<file path="src/rtl/clk_div_ctrl_if.sv">
// ============================================================================
// Module : clk_div_ctrl_if
// Brief  : Run-request, divisor-load and divided-clock signals of clk_div_ctrl.
// Rev    : 1.0  initial release
// ============================================================================
`default_nettype none

interface clk_div_ctrl_if #(
  parameter int WIDTH = 8
);
  logic             run_async;
  logic [WIDTH-1:0] div_in;
  logic             div_load;
  logic             div_ack;
  logic             div_err;
  logic             tick;
  logic             div_out;
  logic             busy;
  logic [WIDTH-1:0] cur_div;

  modport master (
    output run_async, div_in, div_load,
    input  div_ack, div_err, tick, div_out, busy, cur_div
  );

  modport slave (
    input  run_async, div_in, div_load,
    output div_ack, div_err, tick, div_out, busy, cur_div
  );
endinterface

`default_nettype wire

</file>
<file path="src/rtl/clk_div_ctrl.sv">
// ============================================================================
// Module : clk_div_ctrl
// Brief  : Run/stop controller and glitch-free divisor sequencer for the
//          shared clock divider; emits square wave, tick and load handshake.
// Rev    : 1.0  initial release
// ============================================================================
`default_nettype none

module clk_div_ctrl #(
  parameter int WIDTH       = 8,
  parameter int DEFAULT_DIV = 8
) (
  input  wire logic     clk,
  input  wire logic     reset,
  clk_div_ctrl_if.slave bus
);

  typedef enum logic [1:0] {
    S_IDLE  = 2'd0,
    S_RUN   = 2'd1,
    S_DRAIN = 2'd2
  } state_t;

  localparam logic [WIDTH-1:0] C_ONE = {{(WIDTH-1){1'b0}}, 1'b1};

  state_t           state_q,    state_d;
  logic [WIDTH-1:0] cnt_q,      cnt_d;
  logic [WIDTH-1:0] cur_div_q,  cur_div_d;
  logic [WIDTH-1:0] pend_val_q, pend_val_d;
  logic             pend_q,     pend_d;
  logic             ack_q,      ack_d;
  logic             err_q,      err_d;
  logic             sync1_q,    sync2_q;

  logic w_run_sync;
  logic w_busy;
  logic w_tc;
  logic w_load_ok;

  assign w_run_sync = sync2_q;
  assign w_busy     = (state_q != S_IDLE);
  assign w_tc       = w_busy && (cnt_q == (cur_div_q - C_ONE));
  assign w_load_ok  = bus.div_load && (bus.div_in != '0);

  always_ff @(posedge clk) begin
    if (reset) begin
      state_q    <= S_IDLE;
      cnt_q      <= '0;
      cur_div_q  <= WIDTH'(DEFAULT_DIV);
      pend_val_q <= '0;
      pend_q     <= 1'b0;
      ack_q      <= 1'b0;
      err_q      <= 1'b0;
      sync1_q    <= 1'b0;
      sync2_q    <= 1'b0;
    end else begin
      state_q    <= state_d;
      cnt_q      <= cnt_d;
      cur_div_q  <= cur_div_d;
      pend_val_q <= pend_val_d;
      pend_q     <= pend_d;
      ack_q      <= ack_d;
      err_q      <= err_d;
      sync1_q    <= bus.run_async;
      sync2_q    <= sync1_q;
    end
  end

  always_comb begin
    state_d    = state_q;
    cnt_d      = cnt_q;
    cur_div_d  = cur_div_q;
    pend_val_d = pend_val_q;
    pend_d     = pend_q;
    ack_d      = 1'b0;
    err_d      = bus.div_load && (bus.div_in == '0);

    case (state_q)
      S_IDLE: begin
        cnt_d = '0;
        if (w_run_sync) state_d = S_RUN;
      end
      S_RUN, S_DRAIN: begin
        cnt_d = w_tc ? '0 : cnt_q + C_ONE;
        // A raised run request keeps the divider going even across TC.
        if (w_run_sync)  state_d = S_RUN;
        else if (w_tc)   state_d = S_IDLE;
        else             state_d = S_DRAIN;
      end
      default: begin
        state_d = S_IDLE;
        cnt_d   = '0;
      end
    endcase

    // New divisors only take effect at a period boundary or while stopped.
    if (w_load_ok && (!w_busy || w_tc)) begin
      cur_div_d = bus.div_in;
      ack_d     = 1'b1;
      pend_d    = 1'b0;
    end else if (w_load_ok) begin
      pend_d     = 1'b1;
      pend_val_d = bus.div_in;
    end else if (w_tc && pend_q) begin
      cur_div_d = pend_val_q;
      ack_d     = 1'b1;
      pend_d    = 1'b0;
    end
  end

  assign bus.tick    = w_tc;
  assign bus.div_out = w_busy && (cnt_q >= (cur_div_q >> 1));
  assign bus.busy    = w_busy;
  assign bus.cur_div = cur_div_q;
  assign bus.div_ack = ack_q;
  assign bus.div_err = err_q;

endmodule

`default_nettype wire

</file>
<file path="src/flat_wrapper.sv">
// flat-port wrapper written by rule: the top's interface ports become plain ports
module clk_div_ctrl_flat 
#(
  parameter int WIDTH       = 8,
  parameter int DEFAULT_DIV = 8
)
  (clk, reset, bus_run_async, bus_div_in, bus_div_load, bus_div_ack, bus_div_err, bus_tick, bus_div_out, bus_busy, bus_cur_div);
  clk_div_ctrl_if #(.WIDTH(WIDTH)) bus_i ();
  input  wire logic clk;
  input  wire logic reset;
  input wire logic [$bits(bus_i.run_async)-1:0] bus_run_async;
  input wire logic [$bits(bus_i.div_in)-1:0] bus_div_in;
  input wire logic [$bits(bus_i.div_load)-1:0] bus_div_load;
  output wire logic [$bits(bus_i.div_ack)-1:0] bus_div_ack;
  output wire logic [$bits(bus_i.div_err)-1:0] bus_div_err;
  output wire logic [$bits(bus_i.tick)-1:0] bus_tick;
  output wire logic [$bits(bus_i.div_out)-1:0] bus_div_out;
  output wire logic [$bits(bus_i.busy)-1:0] bus_busy;
  output wire logic [$bits(bus_i.cur_div)-1:0] bus_cur_div;
  assign bus_i.run_async = bus_run_async;
  assign bus_i.div_in = bus_div_in;
  assign bus_i.div_load = bus_div_load;
  assign bus_div_ack = bus_i.div_ack;
  assign bus_div_err = bus_i.div_err;
  assign bus_tick = bus_i.tick;
  assign bus_div_out = bus_i.div_out;
  assign bus_busy = bus_i.busy;
  assign bus_cur_div = bus_i.cur_div;
  clk_div_ctrl #(.WIDTH(WIDTH), .DEFAULT_DIV(DEFAULT_DIV)) u_core (.clk(clk), .reset(reset), .bus(bus_i));
endmodule
</file>
<file path="config.mk">
export PLATFORM = sky130hd
export DESIGN_NAME = clk_div_ctrl_flat
export DESIGN_NICKNAME = d
export VERILOG_FILES = /design/src/rtl/clk_div_ctrl_if.sv /design/src/rtl/clk_div_ctrl.sv /design/src/flat_wrapper.sv
export SDC_FILE = /design/constraint.sdc
export NUM_CORES = 1
export LEC_CHECK = 0
export ABC_AREA = 0
export BUFFER_PORTS_ARGS = -buffer_cell sky130_fd_sc_hd__buf_2
export CORE_UTILIZATION = 50
export DETAILED_ROUTE_END_ITERATION = 10
export HOLD_SLACK_MARGIN = 0.08
export PLACE_DENSITY_LB_ADDON = 0.2
export SYNTH_ARGS = -nofsm -noshare
export SYNTH_HDL_FRONTEND = slang
export SYNTH_SLANG_ARGS = --single-unit
</file>
<file path="constraint.sdc">
create_clock -name clk -period 4.84 [get_ports clk]
set_clock_uncertainty 0.05 [all_clocks]
set_input_delay 0.484 -clock clk [delete_from_list [all_inputs] [get_ports clk]]
set_output_delay 0.484 -clock clk [all_outputs]
set_load 0.005 [all_outputs]
</file>
==> summary.md <==
| Metric | Value |
|---|---|
| Final setup fails | `0` |
| Crit path kind | `flip-flop to output port` |
| Leak | `roughly 0.85 nW` |
| Grt ovf | `0` |
| Number of global-route vias before repair | `approximately 1,300` |
| Router iterations before antenna repair | `4` |
| Layout cells sized above 1 | `roughly a quarter` |
| Clock Tree Root | `clkbuf_4` |
| Starting Density | `52.7%` |
| Worst EP arrival | `between 2 and 3 ns` |
| Clk sink count | `31` |
| Ys flop type | `dfxtp_1` |
| H-tree depth | `2` |
| Clk_lat worst skew | `0.35 ns` |
| Fillers | `approximately 320` |
| Seq pwr share | `approximately half` |
| Met2 wire len | `between 1500 and 2000 um` |
| Core Area | `0.00336 sq mm` |
| DRC | `0` |
| Via count | `around 1,500` |
| Final hold vios | `0` |
| Power share of the clock group | `28.6%` |
| Hold-fix buffers at CTS | `0` |
| Hpwl dp | `3020 um` |
| Maximum VDD drop | `around 0.16 mV` |
| Most numerous cell in the Yosys netlist | `nor2_1` |
| DRT Wirelength | `between 3000 and 4000 um` |
| Vias/cell | `approximately 5.7` |
| Synth area leaders | `dfxtp_1 (35%), ha_1 (7.8%), nor2_1 (6.8%), a2111oi_2 (5.9%), xor2_1 (5.4%)` |
| Post-synth EDFFs | `0` |
| Cell area after synthesis | `roughly 0.0018 sq mm` |
| Max-slew headroom | `~45%` |
| Fin crit share | `63.2%` |
| CTS tree | `done` |
| Leading area contributor after synthesis | `dfxtp_1` |
| Die width | `around 60 um` |
| Worst slew pin tran | `roughly 0.82 ns` |
| CTS Buf Count | `5` |
| Worst stage delay on the critical path | `about 0.5 ns` |
| Worst hold slack | `0.302 ns` |
| Top-area cell type share of the netlist area | `between 30% and 40%` |
| Pint | `0.367 mW` |
| Pins Over Slew Limit | `0` |
| I/O pin cnt | `25` |
| Sw frac | `between 30% and 40%` |
| Synth Instances | `189` |
| Gr usage total | `between 20 and 25%` |
| Register area share after synthesis | `between 30% and 40%` |
| CP max FO | `5` |
| FFs w/ async S/R, synth | `0%` |
| NumNets Final | `237` |
| First-pass GRT wire length | `around 6000 um` |
| Final GP Congestion | `between 0.8 and 0.9` |
| RSZ-0062 raised after global routing | `no` |
| Num rows | `21` |
| PostCTS Resize Cnt | `0` |
| Synth Net Count | `between 200 and 250` |
| Total power | `0.544 mW` |
| Post-synthesis register bit count | `31` |
| Flop-to-flop setup slack | `~2.1 ns` |
| Post-synth cell types | `41` |
| Met3 WL post-DR | `~140 um` |
| Fin Setup TNS | `0 ns` |
| Syn_area_per_cell | `around 9.4 sq um` |
| Post-route ant nets | `0` |
| Top sig layer | `met4` |
| Drt first-iter violations | `53` |
| Status | `finished, final reports clean` |
| Clock-pin slew on the worst setup and hold paths | `between 0.1 and 0.15 ns` |
| Largest net degree at the start of global routing | `26` |
| Full die area | `0.00379 sq mm` |
| Max Root-Sink Buffers | `2` |
| Initial antenna violation count | `0` |
| Postcts setup bufs | `0` |
| YS warnings | `0` |
| Area Growth Syn to Fin | `11.9%` |
| Fin crit period | `between 3 and 4 ns` |
| Pwr Density | `between 200 and 300 mW/mm^2` |
| Die height | `between 60 and 70 um` |
| Max Cap Viol | `0` |
| Crit path capture type | `output port` |
| CP max stage cell | `dfxtp_1` |
| Antenna diodes | `0` |
| Met1 WL | `between 1500 and 2000 um` |
| List of most frequent post-synthesis cells | `nor2_1 (32), dfxtp_1 (31), inv_1 (14)` |
| Peak Freq | `roughly 0.33 GHz` |
| Port buffer count | `24` |
| Placed cells | `253` |
| Crit-path cells | `inv_1, ha_1, o21ba_1, a221oi_2, o22ai_1, nor4_2, buf_2` |
| Fin cells | `roughly 260` |
| Buffers & Inverters on Critical Path | `2` |
| WP data required | `roughly 4.3 ns` |
| Final core occ | `59.0%` |
| Type of the worst min-delay path | `primary input to flip-flop` |
| Cell family with most CP delay | `compound AO/OA/AOI/OAI gates` |
| Wire length per cell | `about 15 um` |
| CP startpoint kind | `flip-flop` |
| NetSw | `roughly 0.18 mW` |
| Combinational share of power | `about a fifth` |
==> per-stage QoR <==
stage               instance area, sq um  setup slack, ns
global placement                    1930             2.14
detailed placement                  1930             2.00
CTS                                 1980             1.81
floorplan                           1770             2.50
finish                              1980             1.78
global route                        1980             1.63
==> routing by layer <==
metal | vias to the layer above | global-route usage [%]
li1 | 724 | -
met1 | 707 | 28.0
met2 | 35 | 35.5
met3 | 13 | 4.41
met4 | 0 | 13.0
met5 | - | 0
==> final cells by class <==
class / instances / area [sq um] / area share [%]
timing repair buffer: 24 / 120 / 6.06
clock buffer: 5 / 37.5 / 1.89
clock inverter: 3 / 20.0 / 1.01
tap: 46 / 57.6 / 2.90
inverter: 14 / 52.6 / 2.65
sequential: 31 / 621 / 31.3
multi-input combinational: 138 / 1070 / 54.2
==> final timing paths <==
kind	startpoint	endpoint	cells after the start
hold / removal	bus_run_async	u_core.sync1_q	2
setup reg to reg	u_core.bus.cur_div[0]	u_core.pend_val_q[3]	8
setup / recovery	u_core.bus.cur_div[0]	bus_tick	7
hold reg to reg	u_core.sync1_q	u_core.sync2_q	1
==> power by group through the flow <==
stage | Combinational [mW] | Sequential, mW | Clock, mW
finish | 0.108 | 0.281 | 0.156
CTS | 0.107 | 0.280 | 0.158
global route | 0.118 | 0.282 | 0.169
detailed placement | 0.107 | 0.286 | 0
floorplan | 0.0778 | 0.284 | 0
global placement | 0.103 | 0.286 | 0
==> registers in the layout, summed over array words and instances, names as in the netlist <==
name,flops
u_core.bus.cur_div,8
u_core.pend_q,1
u_core.bus.div_ack,1
u_core.bus.div_err,1
u_core.pend_val_q,8
u_core.state_q,2
u_core.sync1_q,1
u_core.cnt_q,8
u_core.sync2_q,1
==> cells by family after synthesis <==
| family | share of synthesized area [%] |
|---|---|
| AOI/OAI and AO/OA | 17.6 |
| xor gates and xnor gates | 8.82 |
| adders and majority gates | 7.76 |
| buffers and inverters | 4.38 |
| DFF | 35.0 |
| muxes | 5.08 |
| and+or+nand+nor | 21.4 |
==> layout by cell type, fill, tap and decap left out, types with 2 or more instances in the layout <==
| master | Yosys | routed |
|---|---|---|
| and3_1 | 3 | 3 |
| clkbuf_4 | 0 | 5 |
| xnor2_1 | 5 | 5 |
| dfxtp_1 | 31 | 31 |
| inv_1 | 14 | 14 |
| nand2_1 | 2 | 2 |
| nand4_1 | 3 | 3 |
| clkinvlp_4 | 0 | 2 |
| a2111oi_2 | 7 | 7 |
| ha_1 | 11 | 11 |
| xor2_1 | 11 | 11 |
| nor2_1 | 32 | 32 |
| nor3_1 | 12 | 12 |
| o21ai_0 | 2 | 2 |
| nand3_1 | 7 | 7 |
| nor2b_1 | 4 | 4 |
| buf_2 | 2 | 24 |
| or4_1 | 2 | 2 |
| mux2i_1 | 9 | 9 |
| a21oi_1 | 6 | 6 |
Power figures use the tool's default switching activity.
